<file path="src/rtl/uart_pkg.sv">
// Shared types and helpers for the buffered UART transmitter.
package uart_pkg;

  typedef enum logic [2:0] {
    ST_IDLE,
    ST_START,
    ST_DATA,
    ST_PARITY,
    ST_STOP
  } uart_tx_state_t;

  localparam int PAR_NONE = 0;
  localparam int PAR_ODD  = 1;
  localparam int PAR_EVEN = 2;

  // Clock cycles per bit, rounded to nearest.
  function automatic int baud_div(input int clk_freq, input int baud);
    return (clk_freq + baud / 2) / baud;
  endfunction

endpackage

</file>
<file path="src/rtl/uart_tx_fifo_sync_fifo.sv">
// Single-clock first-word-fall-through FIFO; read data is valid whenever not empty.
module sync_fifo #(
  parameter int WIDTH = 8,
  parameter int DEPTH = 16
) (
  input  logic                     clk,
  input  logic                     rst,
  input  logic [WIDTH-1:0]         i_wr_data,
  input  logic                     i_wr_en,
  input  logic                     i_rd_en,
  output logic [WIDTH-1:0]         o_rd_data,
  output logic                     o_full,
  output logic                     o_empty,
  output logic [$clog2(DEPTH):0]   o_count
);

  localparam int AW = $clog2(DEPTH);

  logic [WIDTH-1:0] r_mem [DEPTH];
  logic [AW-1:0]    r_wr_ptr;
  logic [AW-1:0]    r_rd_ptr;
  logic [AW:0]      r_count;
  logic             w_push;
  logic             w_pop;

  assign o_full    = (r_count == (AW+1)'(DEPTH));
  assign o_empty   = (r_count == '0);
  assign o_count   = r_count;
  assign o_rd_data = r_mem[r_rd_ptr];
  assign w_push    = i_wr_en && !o_full;
  assign w_pop     = i_rd_en && !o_empty;

  always_ff @(posedge clk) begin
    if (rst) begin
      r_wr_ptr <= '0;
      r_rd_ptr <= '0;
      r_count  <= '0;
    end else begin
      if (w_push) r_wr_ptr <= r_wr_ptr + 1'b1;
      if (w_pop)  r_rd_ptr <= r_rd_ptr + 1'b1;
      case ({w_push, w_pop})
        2'b10:   r_count <= r_count + 1'b1;
        2'b01:   r_count <= r_count - 1'b1;
        default: r_count <= r_count;
      endcase
    end
  end

  // Storage carries no reset; pointers alone define what is valid.
  always_ff @(posedge clk) begin
    if (w_push) r_mem[r_wr_ptr] <= i_wr_data;
  end

endmodule

</file>
<file path="src/rtl/uart_tx_fifo.sv">
// Buffered UART transmitter: stream input into a FIFO, frames serialised back-to-back.
module uart_tx_fifo
  import uart_pkg::*;
#(
  parameter int CLK_FREQ   = 50_000_000,
  parameter int BAUD       = 115200,
  parameter int DATA_BITS  = 8,
  parameter int PARITY     = 0,
  parameter int STOP_BITS  = 1,
  parameter int FIFO_DEPTH = 16
) (
  input  logic                          clk,
  input  logic                          rst,
  input  logic [DATA_BITS-1:0]          s_data,
  input  logic                          s_valid,
  output logic                          s_ready,
  input  logic                          tx_en,
  output logic                          uart_tx,
  output logic                          busy,
  output logic [$clog2(FIFO_DEPTH):0]   fifo_count
);

  localparam int DIV = baud_div(CLK_FREQ, BAUD);
  localparam int BCW = (DIV > 2) ? $clog2(DIV) : 1;

  if (DIV < 2) begin : g_bad_div
    $error("uart_tx_fifo: baud divisor must be at least 2");
  end
  if (DATA_BITS < 5 || DATA_BITS > 9) begin : g_bad_data_bits
    $error("uart_tx_fifo: DATA_BITS must be 5..9");
  end
  if (PARITY != PAR_NONE && PARITY != PAR_ODD && PARITY != PAR_EVEN) begin : g_bad_parity
    $error("uart_tx_fifo: PARITY must be 0, 1 or 2");
  end
  if (STOP_BITS != 1 && STOP_BITS != 2) begin : g_bad_stop
    $error("uart_tx_fifo: STOP_BITS must be 1 or 2");
  end
  if (FIFO_DEPTH < 2 || (FIFO_DEPTH & (FIFO_DEPTH - 1)) != 0) begin : g_bad_depth
    $error("uart_tx_fifo: FIFO_DEPTH must be a power of two, at least 2");
  end

  uart_tx_state_t       r_state, w_state_nxt;
  logic [BCW-1:0]       r_baud_cnt, w_baud_cnt_nxt;
  logic [3:0]           r_bit_cnt, w_bit_cnt_nxt;
  logic [DATA_BITS-1:0] r_shift, w_shift_nxt;
  logic                 r_par, w_par_nxt;
  logic                 r_tx, w_tx_nxt;
  logic                 w_tick;
  logic                 w_pop;
  logic                 w_can_start;
  logic                 w_full;
  logic                 w_empty;
  logic [DATA_BITS-1:0] w_fifo_data;

  function automatic logic parity_bit(input logic [DATA_BITS-1:0] d);
    return (PARITY == PAR_ODD) ? ~^d : ^d;
  endfunction

  sync_fifo #(
    .WIDTH (DATA_BITS),
    .DEPTH (FIFO_DEPTH)
  ) u_fifo (
    .clk       (clk),
    .rst       (rst),
    .i_wr_data (s_data),
    .i_wr_en   (s_valid),
    .i_rd_en   (w_pop),
    .o_rd_data (w_fifo_data),
    .o_full    (w_full),
    .o_empty   (w_empty),
    .o_count   (fifo_count)
  );

  assign s_ready     = !w_full;
  assign busy        = (r_state != ST_IDLE) || !w_empty;
  assign uart_tx     = r_tx;
  assign w_tick      = (r_baud_cnt == BCW'(DIV - 1));
  assign w_can_start = !w_empty && tx_en;

  always_comb begin
    w_state_nxt    = r_state;
    w_baud_cnt_nxt = w_tick ? '0 : r_baud_cnt + 1'b1;
    w_bit_cnt_nxt  = r_bit_cnt;
    w_shift_nxt    = r_shift;
    w_par_nxt      = r_par;
    w_pop          = 1'b0;
    w_tx_nxt       = 1'b1;

    case (r_state)
      ST_IDLE: begin
        w_baud_cnt_nxt = '0;
        if (w_can_start) begin
          w_pop       = 1'b1;
          w_shift_nxt = w_fifo_data;
          w_par_nxt   = parity_bit(w_fifo_data);
          w_state_nxt = ST_START;
        end
      end
      ST_START: begin
        if (w_tick) begin
          w_bit_cnt_nxt = '0;
          w_state_nxt   = ST_DATA;
        end
      end
      ST_DATA: begin
        if (w_tick) begin
          w_shift_nxt = r_shift >> 1;
          if (r_bit_cnt == 4'(DATA_BITS - 1)) begin
            w_bit_cnt_nxt = '0;
            w_state_nxt   = (PARITY != PAR_NONE) ? ST_PARITY : ST_STOP;
          end else begin
            w_bit_cnt_nxt = r_bit_cnt + 1'b1;
          end
        end
      end
      ST_PARITY: begin
        if (w_tick) begin
          w_bit_cnt_nxt = '0;
          w_state_nxt   = ST_STOP;
        end
      end
      ST_STOP: begin
        if (w_tick) begin
          if (r_bit_cnt == 4'(STOP_BITS - 1)) begin
            w_bit_cnt_nxt = '0;
            // Chain straight into the next start bit so frames have no idle gap.
            if (w_can_start) begin
              w_pop       = 1'b1;
              w_shift_nxt = w_fifo_data;
              w_par_nxt   = parity_bit(w_fifo_data);
              w_state_nxt = ST_START;
            end else begin
              w_state_nxt = ST_IDLE;
            end
          end else begin
            w_bit_cnt_nxt = r_bit_cnt + 1'b1;
          end
        end
      end
      default: w_state_nxt = ST_IDLE;
    endcase

    // Line level is derived from the next state so the pin itself is a flop.
    case (w_state_nxt)
      ST_START:  w_tx_nxt = 1'b0;
      ST_DATA:   w_tx_nxt = w_shift_nxt[0];
      ST_PARITY: w_tx_nxt = w_par_nxt;
      default:   w_tx_nxt = 1'b1;
    endcase
  end

  always_ff @(posedge clk) begin
    if (rst) begin
      r_state    <= ST_IDLE;
      r_baud_cnt <= '0;
      r_bit_cnt  <= '0;
      r_tx       <= 1'b1;
    end else begin
      r_state    <= w_state_nxt;
      r_baud_cnt <= w_baud_cnt_nxt;
      r_bit_cnt  <= w_bit_cnt_nxt;
      r_tx       <= w_tx_nxt;
    end
  end

  always_ff @(posedge clk) begin
    r_shift <= w_shift_nxt;
    r_par   <= w_par_nxt;
  end

endmodule

</file>
<file path="config.mk">
export PLATFORM = sky130hd
export DESIGN_NAME = uart_tx_fifo
export DESIGN_NICKNAME = d
export VERILOG_FILES = /design/src/rtl/uart_pkg.sv /design/src/rtl/uart_tx_fifo_sync_fifo.sv /design/src/rtl/uart_tx_fifo.sv
export SDC_FILE = /design/constraint.sdc
export NUM_CORES = 1
export LEC_CHECK = 0
export BUFFER_PORTS_ARGS = -buffer_cell sky130_fd_sc_hd__buf_2
export CAP_MARGIN = 20
export CORE_MARGIN = 2
export CORE_UTILIZATION = 56
export DETAILED_ROUTE_END_ITERATION = 10
export GPL_TIMING_DRIVEN = 0
export PLACE_DENSITY = 0.75
export SLEW_MARGIN = 30
export SYNTH_ARGS = -nofsm -noshare
export SYNTH_HDL_FRONTEND = slang
export SYNTH_SLANG_ARGS = --single-unit
</file>
<file path="constraint.sdc">
create_clock -name clk -period 3.17 [get_ports clk]
set_input_delay 0.634 -clock clk [delete_from_list [all_inputs] [get_ports clk]]
set_output_delay 0.634 -clock clk [all_outputs]
set_load 0.01 [all_outputs]
</file>
# ---- Yosys cells after proc, flatten, opt, wreduce, memory -nomap -nowiden
# Memories as Yosys holds them, arrays and structs flattened. A register that Yosys moved wholly into a read port is not among the register bits.
# Index checks and enable logic that the tools add are counted.
dict set report totals {
  register_bits 39
  ramBits 128
  input_bits 12
  out_inout_bits 8
  elab_cells 85
  memories 1
}
# name depth word_bits read_ports rd_clocked_by_memory_dff write_ports line_no
set mem_list {}
lappend mem_list {u_fifo.r_mem 16 8 1 1 1 uart_tx_fifo_sync_fifo.sv:19} ;# logic [WIDTH-1:0] r_mem [DEPTH];
dict set report op_classes {
  n_addsub 6
  eq_ne 16
  muxes 34
  reduce_logical 18
}
# operator count
set ops {}
lappend ops {{$mux W8} 4}
lappend ops {{$mux W4} 7}
lappend ops {{$pmux W8 S3} 1}
lappend ops {{$mux W3} 7}
lappend ops {{$pmux W3 S5} 1}
lappend ops {{$add A4 B1 Y4 const B} 3}
lappend ops {{$eq A3 B2 Y1 const B} 4}
lappend ops {{$pmux W4 S3} 1}
lappend ops {{$pmux W5 S2} 1}
lappend ops {{$add A9 B1 Y9 const B} 1}
lappend ops {{$eq A9 B9 Y1 const B} 1}
lappend ops {{$mux W1} 9}
lappend ops {{$reduce_bool A3 Y1} 3}
lappend ops {{$reduce_and A4 Y1} 2}
lappend ops {{$reduce_xor A8 Y1} 1}
lappend ops {{$eq A3 B1 Y1 const B} 2}
lappend ops {{$ne A2 B2 Y1 const B} 3}
lappend ops {{$add A5 B1 Y5 const B} 1}
lappend ops {{$eq A5 B5 Y1 const B} 1}
lappend ops {{$logic_not A5 Y1} 1}
lappend ops {{$sub A5 B1 Y5 const B} 1}
lappend ops {{$eq A4 B3 Y1 const B} 1}
lappend ops {{$logic_not A4 Y1} 1}
lappend ops {{$pmux W1 S2} 2}
lappend ops {{12 further kinds} 15}

# ---- Depth between registers and ports, before layout
# Gate-level depths: netlist of the first run.
dict set report logic_depth {
  word_depth 10
  ltp_mapped 16
  mapped_depth_nobuf 15
}

# ---- Cells and area by module
# From an unflattened synthesis of the first run, not the netlist that was laid out.
dict set report hier_totals {
  cells_unflattened 490
  area_unflattened_um2 7375.8
}
# module n_inst cells_per_inst area_per_inst_um2 seq_area_each_um2
set modules_own_cells {}
lappend modules_own_cells {sync_fifo 1 330 5891.9 4184.0}
lappend modules_own_cells {uart_tx_fifo 1 160 1483.9 590.6}

# ---- Worst setup path before layout of the first run
# Ideal clock, no wire load.
dict set report synth_path {
  kind {reg2reg}
  from {register r_bit_cnt[0]}
  to {register u_fifo.r_count[4] (netlist: u_fifo.o_count[4])}
  setup_time_ns 0.128
  arrival_time_ns 3.027
  required_ns 3.042
  path_slack_ns 0.016
  stages_incl_launch_ff 17
  cell_sequence {dfxtp_1 -> inv_1 -> ha_1 -> or3b_2 -> nor3_1 -> o21ai_2 -> nor2_2 -> ha_1 -> clkbuf_1 -> xor2_1 -> ha_1 -> a21oi_1 -> nor3b_1 -> o21ai_0 -> a21oi_1 -> xnor2_1 -> nor2_1}
}
dict set report synth_via {
  elab_chain_len 7
  word_cells_on_any_way 9
  classes_between {eq/ne: 2; mux: 4; reduce/logical: 3}
}
# item line_no
set synth_lines {}
lappend synth_lines {{start, declared} uart_tx_fifo.sv:44} ;# logic [3:0] r_bit_cnt, w_bit_cnt_nxt;
lappend synth_lines {{start signal, assigned} uart_tx_fifo.sv:161} ;# r_bit_cnt <= w_bit_cnt_nxt;
lappend synth_lines {{$logic_not A4 Y1 (*)} uart_tx_fifo.sv:124} ;# if (r_bit_cnt == 4'(STOP_BITS - 1)) begin
lappend synth_lines {{$mux W1 (*)} uart_tx_fifo.sv:124}
lappend synth_lines {{$mux W1 (*)} uart_tx_fifo.sv:123} ;# if (w_tick) begin
lappend synth_lines {{$pmux W1 S2 (*)} uart_tx_fifo.sv:89} ;# case (r_state)
lappend synth_lines {{$logic_and A1 B1 Y1 (*)} uart_tx_fifo_sync_fifo.sv:31} ;# assign w_pop = i_rd_en && !o_empty;
lappend synth_lines {{$eq A2 B1 Y1 or $eq A2 B2 Y1 (tied branches)} uart_tx_fifo_sync_fifo.sv:41} ;# case ({w_push, w_pop})
lappend synth_lines {{$pmux W5 S2 or $reduce_bool A2 Y1 (tied branches)} -}
lappend synth_lines {{end signal, assigned} uart_tx_fifo_sync_fifo.sv:42} ;# 2'b10: r_count <= r_count + 1'b1;
lappend synth_lines {{end signal, assigned} uart_tx_fifo_sync_fifo.sv:43} ;# 2'b01: r_count <= r_count - 1'b1;
lappend synth_lines {{end signal, assigned} uart_tx_fifo_sync_fifo.sv:44} ;# default: r_count <= r_count;
lappend synth_lines {{end, declared} uart_tx_fifo_sync_fifo.sv:22} ;# logic [AW:0] r_count;
# Mark *: on every way between the ends. The rest lies on a longest branch, timed or not.
# A chain may end at the register's enable or synchronous reset.

# ---- Worst setup path after layout of the first run
# Same ends and word-level chain as after synthesis.

==> results.json, run 1 <==
{
  "setup_viol": 0,
  "vias": 3964,
  "synthFlopType": "edfxtp_1",
  "diodes": 0,
  "crit_type": "reg -> reg",
  "grt_util_all_layers": 0.218,
  "cpPeakStageDelay_ps": 520,
  "slew_headroom": 0.476,
  "clock_skew_ps": 9.44,
  "hold_path_class": "in -> reg",
  "antenna_found_initial": 0,
  "syn-cell-area_um2": 7050,
  "htreeDepth": 4,
  "synth_top_family_by_area": "multiplexers",
  "drc": 0,
  "dp_cells": 649,
  "syn_inst": 462,
  "ys_seq_area_frac": 0.677,
  "fin_crit_ps": 2940,
  "synthXorXnorAreaFrac": 0.0311,
  "crit_chain": "inv_1, ha_1, or3b_2, nor3_4, o21ai_4, nor2_4, buf_4, ha_1, a21oi_2, nor3b_1, o21ai_0, a21oi_1, xnor2_1, nor2_1",
  "p_leak_nw": 2.63,
  "place_hpwl_mm": 8.70,
  "crit_arrival_ps": 3230,
  "path_buf_inv": 2,
  "start_kind": "register",
  "dieArea_um2": 13500,
  "cp_max_fo": 9,
  "clk_pin_slew_worst_paths_ps": 60,
  "ctsHoldBuffers": 0,
  "post_synth_main_area_contributors": "edfxtp_1, dfxtp_1, mux4_2",
  "rsz0062_at_grt": "no",
  "overflow": 0,
  "place_area_um2": 7380,
  "fmax_ghz": 0.340,
  "gp_congestion": 0.786,
  "wirelength_mm": 13.4,
  "vdd_drop_max_v": 0.000410,
  "synth-compound-area-share": 0.0500,
  "yosysUniqueCellTypes": 47,
  "area_growth_pct": 12.6,
  "worst-slew-pin-transition_ps": 784,
  "ctsRootBufferMaster": "clkbuf_16",
  "synth_warnings": 0,
  "grt_max_degree": 17,
  "start_util": 0.580,
  "layout_commonest_cell": "edfxtp_1",
  "final_nets": 524,
  "cts.sinks": 171,
  "synth_seq_cells": 171,
  "grt_pass1_wl_mm": 20.9,
  "core_area_um2": 12200,
  "drv_cap": 0,
  "finalNonFillerCells": 680,
  "post-route-period-util": 0.927,
  "drive_above_1_share": 0.193,
  "pwr_density_cell_nw_per_um2": 767,
  "final_hold_viol_count": 0,
  "io_pins": 20,
  "clock_latency_ps": 430,
  "row_count": 40,
  "synth_fa_ha_area_frac": 0.0213,
  "worst-endpoint-required_ps": 3460,
  "syn-num-nets": 486,
  "synth_top_area_frac": 0.575,
  "die_h_um": 116,
  "grt_pass1_vias": 3858,
  "synth-edff-count": 135,
  "yosys.area_share.simple": 0.0866,
  "cp_slowest_cell": "or3b_2",
  "path_common_cell": "ha_1",
  "path_delay_family": "simple AND/OR/NAND/NOR gates",
  "async_flop_share": 0,
  "firstDrtPassIters": 6,
  "drt-initial-drc-count": 306,
  "cts_made_buffers": 17,
  "die_x_um": 116,
  "end_kind": "register",
  "status": "finished clean",
  "layout_common_cells": "edfxtp_1, nor2_1, dfxtp_1",
  "whs_ps": 432,
  "finalMaxSlewViolations": 0,
  "cts_tree": "built",
  "drt-vias-per-instance": 5.83,
  "design_area_um2": 7940,
  "synth.area.mux_share": 0.115,
  "wl_per_cell_um": 19.7,
  "clock_path_buffers": 2,
  "io_buffer_count": 19,
  "drtAntennaViolNets": 0,
  "tns_ps": 0,
  "yosysTopAreaCell": "edfxtp_1",
  "syn_area_per_cell_um2": 15.3
}
## cell usage after synthesis, drive strengths merged, types with 11 or more instances
library cell	count
nor2	52
xnor2	14
a21oi	14
o21ai	14
nand2	30
dfxtp	36
ha	12
clkbuf	11
edfxtp	135
a22oi	19
inv	11
xor2	11
mux4	32
## sequential cells by signal, summed over array words and instances (netlist names), 3 cells and up, named ones only
| signal | count |
|---|---|
| u_fifo.r_rd_ptr | 4 |
| u_fifo.o_count | 5 |
| r_shift | 8 |
| r_baud_cnt | 9 |
| u_fifo.r_mem | 128 |
| r_bit_cnt | 4 |
| r_state | 3 |
| u_fifo.r_wr_ptr | 4 |
## logic make-up (layout without fill, tap and decap cells)
family | after synthesis | in the layout
adders and majority gates | 12 | 12
xor gates and xnor gates | 25 | 25
and+or+nand+nor | 127 | 127
DFF | 171 | 171
buffers and inverters | 31 | 81
AOI/OAI and AO/OA | 55 | 55
muxes | 41 | 41
## metrics by stage
stage	util	worst slack (ps)	total power, mW
6_report	0.653	233	6.09
2_1_floorplan	-	15.6	3.86
3_3_place_gp	0.605	-376	4.18
3_5_place_dp	0.606	-437	4.23
4_1_cts	0.651	3.46	6.10
5_1_grt	0.653	60.1	6.35
## worst paths after layout
path / cells past startpoint / start / slack, ps / to
setup / recovery: 14 / r_bit_cnt[0] / 230 / u_fifo.o_count[4]
hold reg to reg: 1 / r_baud_cnt[0] / 500 / r_baud_cnt[0]
setup reg to reg: 14 / r_bit_cnt[0] / 230 / u_fifo.o_count[4]
hold / removal: 2 / rst / 430 / r_state[1]
## per-layer routing
layer / GRT usage / vias up / routed length, um
met5: 0 / - / 0
met4: 0.0794 / 0 / 186
li1: - / 1826 / -
met2: 0.359 / 117 / 6760
met1: 0.284 / 2007 / 5830
met3: 0.0555 / 14 / 627
## repair_timing
| item | in CTS | in global routing |
|---|---|---|
| setup endpoints to repair | 3 | 3 |
| pin swaps | 1 | 0 |
| resized for setup | 3 | 4 |
| endpoints found under the hold margin | 0 | 0 |
| setup buffers | 1 | 0 |
## report_power, final
| part | internal (mW) | total [mW] | leakage [nW] | switching (mW) |
|---|---|---|---|---|
| Clock | 1.01 | 1.87 | 0.254 | 0.860 |
| Sequential | 2.61 | 2.71 | 1.52 | 0.0944 |
| Combinational | 0.693 | 1.52 | 0.849 | 0.825 |
## cell type report
type                       count  area, um2
fill                         833       4220
clock inverter                12       88.8
timing repair buffer          20        103
clock buffer                  19        433
sequential                   171       4770
inverter                      11       41.3
multi-input combinational    260       2200
buffer                        19       87.6
tap                          168        210
Note: power is estimated with default switching activity, not from simulation.
==> run 2, diff against run 1 <==
--- a/config.mk
+++ b/config.mk
@@ -12,6 +12,7 @@
 export DETAILED_ROUTE_END_ITERATION = 10
 export GPL_TIMING_DRIVEN = 0
 export PLACE_DENSITY = 0.75
+export RECOVER_POWER = 25
 export SLEW_MARGIN = 30
 export SYNTH_ARGS = -nofsm -noshare
 export SYNTH_HDL_FRONTEND = slang
==> run 2 against run 1 <==
Global-route usage is the same. Routed wire length is essentially flat. Critical path depth is the same. Clock skew is essentially flat.
==> results.json, run 2 (synthesis results as in run 1) <==
{
  "area_growth_pct": 12.5,
  "power_mw": 6.09,
  "vias": 3967,
  "slew_headroom": 0.471,
  "use_met3": 0.0555,
  "utilization": 0.652,
  "wirelength_mm": 13.4,
  "start_kind": "register",
  "place_hpwl_mm": 8.70,
  "met2_usage": 0.359,
  "core_area_um2": 12200,
  "die_h_um": 116,
  "gp_congestion": 0.786,
  "whs_path_depth": 2,
  "row_count": 40,
  "antenna_found_initial": 0,
  "end_kind": "register",
  "met1_usage": 0.284,
  "final_nets": 524,
  "drv_cap": 0,
  "wl_per_cell_um": 19.7,
  "vdd_drop_max_v": 0.000410,
  "cp_max_fo": 9,
  "status": "finished clean",
  "rsz0062_at_grt": "no",
  "largest_reg_flops": 128,
  "post-place-ws_ps": -437,
  "drt-initial-drc-count": 306,
  "io_pins": 20,
  "cts.sinks": 171,
  "grt_max_degree": 17,
  "htreeDepth": 4,
  "hold_path_class": "in -> reg",
  "fin_ws_ps": 234,
  "firstDrtPassIters": 5,
  "worst-slew-pin-transition_ps": 791,
  "cts_tree": "built",
  "crit_type": "reg -> reg",
  "reg_top3": "u_fifo.r_mem: 128 flops, r_baud_cnt: 9 flops, r_shift: 8 flops",
  "setup_viol": 0,
  "overflow": 0,
  "dieArea_um2": 13500,
  "finalMaxSlewViolations": 0,
  "start_util": 0.580,
  "io_buffer_count": 19,
  "layout_common_cells": "edfxtp_1, nor2_1, dfxtp_1",
  "tns_ps": 0,
  "grt_busiest_layer": "met2",
  "crit_arrival_ps": 3230,
  "fillers": 837,
  "diodes": 0,
  "grt_pass1_vias": 3858,
  "ctsRootBufferMaster": "clkbuf_16",
  "post-route-period-util": 0.926,
  "place_area_um2": 7380,
  "die_x_um": 116,
  "whs_ps": 432,
  "final_hold_viol_count": 0,
  "drive_above_1_share": 0.182,
  "finalNonFillerCells": 680,
  "drtAntennaViolNets": 0,
  "rr_worst_depth": 14,
  "grt_pass1_wl_mm": 20.9,
  "clock_path_buffers": 2,
  "drc": 0,
  "clk_pin_slew_worst_paths_ps": 60,
  "drt-vias-per-instance": 5.83,
  "grt_util_all_layers": 0.218,
  "clock_skew_ps": 9.44,
  "cts_made_buffers": 17,
  "p_leak_nw": 2.61,
  "fin_crit_ps": 2940,
  "layout_commonest_cell": "edfxtp_1",
  "regMostFlops": "u_fifo.r_mem",
  "worst-endpoint-required_ps": 3460,
  "pwr_density_cell_nw_per_um2": 767,
  "design_area_um2": 7930,
  "clock_latency_ps": 430,
  "fmax_ghz": 0.341,
  "dp_cells": 649
}
## run 2: cell count changes in the layout (fill, tap and decap cells not counted), sizes merged
cell	previous run	this run
buf	29	23
clkbuf	29	35
## run 2: critical path: stages, from the launching register on
cell     delay [ps]
dfxtp_1         350
inv_1            70
ha_1            130
or3b_2          520
nor3_4          200
o21ai_4         130
nor2_4          160
buf_4           190
ha_1            290
a21oi_2         120
nor3b_1         200
o21ai_0         100
a21oi_1         180
xnor2_1         130
nor2_1           50
## run 2: final timing paths
| check | slack (ps) | startpoint | endpoint |
|---|---|---|---|
| worst min register to register | 500 | r_baud_cnt[0] | r_baud_cnt[0] |
| worst min-delay path | 430 | rst | r_state[1] |
| worst max register to register | 230 | r_bit_cnt[0] | u_fifo.o_count[4] |
| worst max-delay path | 230 | r_bit_cnt[0] | u_fifo.o_count[4] |
## run 2: power breakdown
part           switching (mW)  internal [mW]
sequential             0.0946           2.61
clock                   0.859           1.01
combinational           0.824          0.691
total                    1.78           4.31
## run 2: routing by layer
metal,up-vias,share of wire
met5,-,0
met4,0,0.014
met3,14,0.049
met2,121,0.50
met1,2006,0.43
li1,1826,-
## run 2: timing repair
action | CTS | global route
hold buffers | 0 | 0
buffers inserted | 1 | 0
gates resized for setup | 3 | 4
cloned | 0 | 0
setup endpoints to repair | 3 | 3
pin swaps | 1 | 0
## run 2: area by class of cell
| type | count | area [um2] | share of cell area |
|---|---|---|---|
| multi-input cells | 260 | 2200 | 0.278 |
| clock buffers | 19 | 433 | 0.0546 |
| repair buffers | 20 | 95.1 | 0.0120 |
| flip-flops and latches | 171 | 4770 | 0.602 |
| clock inverters | 12 | 88.8 | 0.0112 |
| inverters | 11 | 41.3 | 0.00520 |
| well taps | 168 | 210 | 0.0265 |
| plain buffers | 19 | 87.6 | 0.0110 |
